## src/rtl/pcm_pwm_multi_pkg.sv

```systemverilog
// Shared definitions for the multi-channel PCM audio output block:
// output mode encoding, midscale value and frame channel extraction.
package pcm_pkg;

   typedef enum logic {
      MODE_PWM = 1'b0,
      MODE_SD  = 1'b1
   } mode_e;

   function automatic logic [31:0] midscale(input int sw);
      return 32'(1) << (sw - 1);
   endfunction

   // Channel ch of an interleaved frame; callers zero-extend the frame to 256 bits.
   function automatic logic [31:0] frame_slice(input logic [255:0] frame, input int ch,
                                               input int sw);
      return 32'((frame >> (ch * sw)) & ((256'd1 << sw) - 256'd1));
   endfunction

endpackage

```

## src/rtl/pcm_pwm_multi_if.sv

```systemverilog
// CPU-side sound port: one interleaved PCM frame per push, with FIFO-full backpressure.
interface pcm_pwm_multi_if #(
   parameter int CHANNELS = 2,
   parameter int SW       = 10
);
   logic [CHANNELS*SW-1:0] wr_data;
   logic                   wr_req;
   logic                   wr_full;

   modport master (output wr_data, output wr_req, input wr_full);
   modport slave  (input wr_data, input wr_req, output wr_full);
endinterface

```

## src/rtl/pcm_pwm_multi_sync_fifo_fwft.sv

```systemverilog
// Single-clock first-word-fall-through FIFO with count-based full/empty flags.
module sync_fifo_fwft #(
   parameter int DW = 20,
   parameter int AW = 4
) (
   input  logic          clk,
   input  logic          rst,
   input  logic          wr_en,
   input  logic [DW-1:0] wr_data,
   input  logic          rd_en,
   output logic [DW-1:0] rd_data,
   output logic          full,
   output logic          empty
);
   localparam int DEPTH = 2 ** AW;
   localparam logic [AW:0] FULL_CNT = {1'b1, {AW{1'b0}}};

   logic [DW-1:0] mem [DEPTH];
   logic [AW-1:0] wr_ptr, rd_ptr;
   logic [AW:0]   count, count_nxt;
   logic          do_wr, do_rd;

   // Flags are registered, so a write is judged against the pre-pop fill level.
   assign do_wr = wr_en && !full;
   assign do_rd = rd_en && !empty;

   always_comb begin
      count_nxt = count;
      case ({do_wr, do_rd})
         2'b10:   count_nxt = count + 1'b1;
         2'b01:   count_nxt = count - 1'b1;
         default: count_nxt = count;
      endcase
   end

   always_ff @(posedge clk) begin
      if (!rst) begin
         wr_ptr <= '0;
         rd_ptr <= '0;
         count  <= '0;
         full   <= 1'b0;
         empty  <= 1'b1;
      end else begin
         if (do_wr) wr_ptr <= wr_ptr + 1'b1;
         if (do_rd) rd_ptr <= rd_ptr + 1'b1;
         count <= count_nxt;
         full  <= (count_nxt == FULL_CNT);
         empty <= (count_nxt == '0);
      end
   end

   always_ff @(posedge clk) begin
      if (do_wr) mem[wr_ptr] <= wr_data;
   end

   assign rd_data = mem[rd_ptr];

endmodule

```

## src/rtl/pcm_pwm_multi.sv

```systemverilog
// Multi-channel audio output: frame FIFO, programmable sample-rate tick and
// per-channel 1-bit output as carrier PWM or first-order sigma-delta.
module pcm_pwm_multi
   import pcm_pkg::*;
#(
   parameter int CHANNELS = 2,
   parameter int SW       = 10,
   parameter int FIFO_AW  = 4,
   parameter int RATE_W   = 16
) (
   input  logic                clk,
   input  logic                rst,
   pcm_pwm_multi_if.slave      snd,
   input  logic [RATE_W-1:0]   rate,
   input  logic                mode,
   input  logic                enable,
   output logic [15:0]         underrun_cnt,
   output logic                overflow,
   output logic [CHANNELS-1:0] pwm_out
);
   localparam int FW = CHANNELS * SW;
   localparam logic [SW-1:0] MID = SW'(midscale(SW));

   logic [RATE_W-1:0] rate_cnt;
   logic              tick;
   logic              fifo_full, fifo_empty;
   logic [FW-1:0]     head;
   logic [255:0]      head_wide;
   logic [SW-1:0]     carrier;

   // >= so that a rate lowered below the running count still wraps promptly.
   assign tick      = enable && (rate_cnt >= rate);
   assign head_wide = 256'(head);
   assign snd.wr_full = fifo_full;

   sync_fifo_fwft #(.DW(FW), .AW(FIFO_AW)) u_fifo (
      .clk     (clk),
      .rst     (rst),
      .wr_en   (snd.wr_req),
      .wr_data (snd.wr_data),
      .rd_en   (tick),
      .rd_data (head),
      .full    (fifo_full),
      .empty   (fifo_empty)
   );

   always_ff @(posedge clk) begin
      if (!rst) begin
         rate_cnt     <= '0;
         carrier      <= '0;
         underrun_cnt <= '0;
         overflow     <= 1'b0;
      end else begin
         if (!enable) begin
            rate_cnt <= '0;
            carrier  <= '0;
         end else begin
            rate_cnt <= tick ? '0 : rate_cnt + 1'b1;
            carrier  <= carrier + 1'b1;
         end
         if (tick && fifo_empty && underrun_cnt != 16'hFFFF)
            underrun_cnt <= underrun_cnt + 16'd1;
         if (snd.wr_req && fifo_full)
            overflow <= 1'b1;
      end
   end

   for (genvar c = 0; c < CHANNELS; c++) begin : g_ch
      logic [SW-1:0] sample;
      logic [SW-1:0] acc;
      logic [SW:0]   acc_sum;
      logic          out_bit;

      // Only the residue is stored; the carry out of the sum is the output bit.
      assign acc_sum    = {1'b0, acc} + {1'b0, sample};
      assign pwm_out[c] = out_bit;

      always_ff @(posedge clk) begin
         if (!rst || !enable) begin
            sample  <= MID;
            acc     <= '0;
            out_bit <= 1'b0;
         end else begin
            if (tick)
               sample <= fifo_empty ? MID : SW'(frame_slice(head_wide, c, SW));
            acc     <= acc_sum[SW-1:0];
            out_bit <= (mode_e'(mode) == MODE_SD) ? acc_sum[SW] : (carrier < sample);
         end
      end
   end

endmodule

```

## src/flat_wrapper.sv

```systemverilog
// flat-port wrapper written by rule: the top's interface ports become plain ports
module pcm_pwm_multi_flat import pcm_pkg::*;
#(
   parameter int CHANNELS = 2,
   parameter int SW       = 10,
   parameter int FIFO_AW  = 4,
   parameter int RATE_W   = 16
)
  (clk, rst, rate, mode, enable, underrun_cnt, overflow, pwm_out, snd_wr_data, snd_wr_req, snd_wr_full);
  pcm_pwm_multi_if #(.CHANNELS(CHANNELS), .SW(SW)) snd_i ();
  input  logic clk;
  input  logic rst;
  input  logic [RATE_W-1:0] rate;
  input  logic mode;
  input  logic enable;
  output logic [15:0] underrun_cnt;
  output logic overflow;
  output logic [CHANNELS-1:0] pwm_out;
  input wire logic [$bits(snd_i.wr_data)-1:0] snd_wr_data;
  input wire logic [$bits(snd_i.wr_req)-1:0] snd_wr_req;
  output wire logic [$bits(snd_i.wr_full)-1:0] snd_wr_full;
  assign snd_i.wr_data = snd_wr_data;
  assign snd_i.wr_req = snd_wr_req;
  assign snd_wr_full = snd_i.wr_full;
  pcm_pwm_multi #(.CHANNELS(CHANNELS), .SW(SW), .FIFO_AW(FIFO_AW), .RATE_W(RATE_W)) u_core (.clk(clk), .rst(rst), .snd(snd_i), .rate(rate), .mode(mode), .enable(enable), .underrun_cnt(underrun_cnt), .overflow(overflow), .pwm_out(pwm_out));
endmodule
```

## config.mk

```make
export PLATFORM = sky130hd
export DESIGN_NAME = pcm_pwm_multi_flat
export DESIGN_NICKNAME = d
export VERILOG_FILES = /design/src/rtl/pcm_pwm_multi_pkg.sv /design/src/rtl/pcm_pwm_multi_if.sv /design/src/rtl/pcm_pwm_multi_sync_fifo_fwft.sv /design/src/rtl/pcm_pwm_multi.sv /design/src/flat_wrapper.sv
export SDC_FILE = /design/constraint.sdc
export NUM_CORES = 1
export LEC_CHECK = 0
export BUFFER_PORTS_ARGS = -buffer_cell sky130_fd_sc_hd__buf_2
export CAP_MARGIN = 20
export CORE_UTILIZATION = 60
export CTS_CLUSTER_SIZE = 24
export DETAILED_ROUTE_END_ITERATION = 16
export GPL_ROUTABILITY_DRIVEN = 0
export PLACE_DENSITY = 0.76
export SLEW_MARGIN = 20
export SYNTH_ARGS = -nofsm -noshare
export SYNTH_HDL_FRONTEND = slang
export SYNTH_SLANG_ARGS = --single-unit
```

## constraint.sdc

```tcl
create_clock -name clk -period 6.2 [get_ports clk]
set_input_delay 1.55 -clock clk [delete_from_list [all_inputs] [get_ports clk]]
set_output_delay 1.55 -clock clk [all_outputs]
set_load 0.01 [all_outputs]
```

==> impl_metrics.py <==
metrics = {
    "finish": {
        "nets": 1338,
        "nFillCells": 1929,
        "final_core_util": 0.689,
        "drive_gt1_frac": 0.196,
        "syn_to_final_growth_pct": 11.8,
        "stdcell_count": 1648,
    },
    "floorplanning": {
        "design.core.area_um2": 29000,
        "io_pins": 61,
        "floorplan.die_area_um2": 30500,
        "die_h_um": 175,
        "row_count": 62,
        "start_util": 0.616,
        "dieWidth_um": 175,
    },
    "global_route": {
        "grt_first_pass_wirelength_um": 55100,
        "track_usage": 0.241,
        "grt_max_degree": 78,
        "antenna_found_initial": 3,
        "grt_overflow": 0,
        "grt_pass1_vias": 9834,
    },
    "clocking": {
        "hold_buffers": 0,
        "cts_buffers": 43,
        "clock_sinks": 424,
        "clock_latency_ps": 540,
        "cts-htree-levels": 2,
        "clkTransAtPathRegs_ps": 60,
        "cts_tree": "built",
        "cts_setup_buffers": 0,
        "clock_path_buffers": 3,
        "cts_resized": 0,
        "cts_root_buffer": "clkbuf_16",
    },
    "power_and_ir_drop": {
        "vdd_ir_drop_max_v": 0.000222,
        "power_uw": 5810,
        "p_leak_uw": 0.00677,
        "p_per_area_nw_per_um2": 291,
    },
    "synth": {
        "synthArstFlopShare": 0,
        "yosysMostFrequentCell": "edfxtp_1",
        "synth-warning-count": 0,
        "synth_largest_area_cell": "edfxtp_1",
        "avgSynthCellArea_um2": 15.4,
        "synth.cell_area_um2": 17900,
        "synth_edf_count": 320,
        "netlist_instances": 1164,
        "synth_top_area_share": 0.537,
        "syn-num-nets": 1272,
        "synth_area_leaders": "edfxtp_1 54%, dfxtp_1 12%, mux4_2 10%, ha_1 4.5%, mux2i_1 1.6%",
        "ys_ff_latch": 424,
        "ys_types": 52,
        "ys_top_cells_by_count": "320 x edfxtp_1, 104 x dfxtp_1, 80 x mux4_2, 76 x nor2_1, 65 x ha_1",
        "yosys_most_used_dff": "edfxtp_1",
        "synth.yosys.seq_area_share": 0.654,
    },
    "sta": {
        "hold_viol": 0,
        "period_minus_slack_ps": 4290,
        "max_freq_mhz": 233,
        "setup_viol": 0,
        "tightestPinTransition_ps": 1080,
        "fin_setup_tns_ps": 0,
        "skew_ps": 11.0,
        "rsz0062_at_grt": "no",
        "maxSlewHeadroom": 0.278,
        "slew_violations": 0,
        "fin_crit_sh": 0.693,
    },
    "route": {
        "antenna_left": 0,
        "first_pass_iters": 6,
        "num_vias": 10100,
        "routed_wl_um": 35700,
        "wire_per_inst_um": 21.7,
        "drc_errors": 0,
        "vias_per_cell": 6.10,
        "dr.first_iter.drc_count": 764,
    },
    "critical_path": {
        "crit_required_ps": 6630,
        "crit_fanout": 8,
        "critical_path_class": "primary input to flip-flop",
        "crit_path_end_kind": "flip-flop",
        "r2r_end": "u_core.u_fifo.empty$_SDFF_PN1_",
        "r2r_cells": 15,
        "cp.arrival_ps": 4720,
        "reg2reg_slack_ps": 2610,
        "cp-start-kind": "primary input",
        "reg2reg_from": "u_core.rate_cnt[2]$_SDFF_PP0_",
    },
    "outcome": {
        "status": "completed",
    },
    "placed_design": {
        "io_buffers": 60,
        "hpwlAfterDp_um": 19600,
        "dp_cells": 1569,
    },
    "hold_path": {
        "worst_hold_path.endpoint": "u_core.overflow$_SDFFE_PN0P_",
        "min_path_type": "flip-flop to flip-flop",
        "min_from": "u_core.overflow$_SDFFE_PN0P_",
        "hold_depth": 2,
    },
    "job": {
        "cap_violations": 0,
    },
}
[registers in the layout (all words and copies together) (netlist names), named ones only]
register / flops
u_core.u_fifo.count: 5
u_core.carrier: 10
u_core.g_ch.acc: 20
u_core.u_fifo.rd_ptr: 4
u_core.underrun_cnt: 16
u_core.g_ch.sample: 20
u_core.g_ch.out_bit: 2
u_core.overflow: 1
u_core.u_fifo.full: 1
u_core.rate_cnt: 16
u_core.u_fifo.wr_ptr: 4
u_core.u_fifo.mem: 320
u_core.u_fifo.empty: 1
[kinds of logic (layout without fill, tap and decap cells)]
group / Yosys count / in the layout / share of synthesized area
AO/OA/AOI/OAI: 154 / 154 / 0.0563
flip-flops: 424 / 424 / 0.654
XOR/XNOR: 44 / 44 / 0.0216
buffers and inverters: 102 / 201 / 0.0273
adder cells (fa/ha/maj): 67 / 67 / 0.0477
AND/OR/NAND/NOR: 264 / 264 / 0.0762
other: 0 / 1 / 0
multiplexers: 109 / 109 / 0.117
[worst max-delay path: stages]
cell	delay, ps
buf_2	70
inv_1	30
ha_1	290
a211oi_1	190
o21ai_0	130
a21oi_1	240
o22a_1	220
nor2_1	90
ha_1	330
xor2_1	200
ha_1	220
or3_1	340
a21oi_1	190
nand2_1	80
a21oi_1	170
xnor2_1	130
a41o_1	250
[final cells by class]
cell class / count / area [um2] / area share
antenna: 1 / 2.50 / 0.000125
sequential: 424 / 11700 / 0.586
timing repair buffer: 77 / 440 / 0.0220
tap: 384 / 480 / 0.0240
inverter: 46 / 173 / 0.00864
clock buffer: 52 / 1120 / 0.0560
multi-input combinational: 638 / 5780 / 0.289
clock inverter: 26 / 283 / 0.0142
[stage by stage]
| step | setup slack [ps] | hold WS, ps | cell area [um2] |
|---|---|---|---|
| final | 1910 | 462 | 20000 |
| after CTS | 1940 | 471 | 20000 |
| after global routing | 1650 | 490 | 20000 |
| after floorplan | 1490 | 428 | 17900 |
| after global placement | 1600 | 446 | 18600 |
| after detailed placement | 1460 | 455 | 18600 |
[report_power, final]
part	switching [uW]	leakage (uW)	internal (uW)	total [uW]
Combinational	102	0.00235	52.3	155
Sequential	13.5	0.00373	3080	3090
Clock	1060	0.000684	1500	2560
Total	1170	0.00677	4640	5810
[cell usage in the layout, fill, tap and decap left out, types with 7 or more instances in the layout]
master / count
xnor2_1: 19
and3_1: 12
dfxtp_1: 100
nor2b_1: 26
nand2b_1: 20
a22o_1: 13
mux2i_1: 29
o211ai_1: 8
nand2_1: 43
edfxtp_1: 320
nand3_1: 24
inv_1: 46
o31ai_1: 8
ha_1: 65
nor2_1: 64
mux4_2: 80
nor3_1: 12
buf_4: 16
clkbuf_16: 43
a21oi_1: 51
a211oi_1: 23
clkbuf_1: 8
a2111oi_0: 7
buf_2: 60
xor2_1: 25
or3_1: 9
o21ai_0: 21
clkinv_1: 8
nand4_1: 7
[metal layers]
layer  wire (um)  track usage  vias up  part of all wire
met5          25            0        -           0.00070
met4        1210       0.0964        4             0.034
met3        2480       0.0411       83             0.069
met2       17300        0.394      406              0.48
met1       14700        0.325     4947              0.41
li1            -            -     4615                 -
[how the worst max path moves through the flow]
| stage | start | endpoint | slack (ps) | cells after the start |
|---|---|---|---|---|
| after floorplan | rate[15] | u_core.u_fifo.empty$_SDFF_PN1_ | 1490 | 19 |
| after global placement | rate[2] | u_core.u_fifo.empty$_SDFF_PN1_ | 1600 | 17 |
| after detailed placement | rate[2] | u_core.u_fifo.empty$_SDFF_PN1_ | 1460 | 17 |
| after CTS | rate[2] | u_core.u_fifo.empty$_SDFF_PN1_ | 1940 | 17 |
| after global routing | rate[2] | u_core.u_fifo.empty$_SDFF_PN1_ | 1650 | 17 |
| final | rate[2] | u_core.u_fifo.empty$_SDFF_PN1_ | 1910 | 17 |
Note: power is estimated with default switching activity, not from simulation.
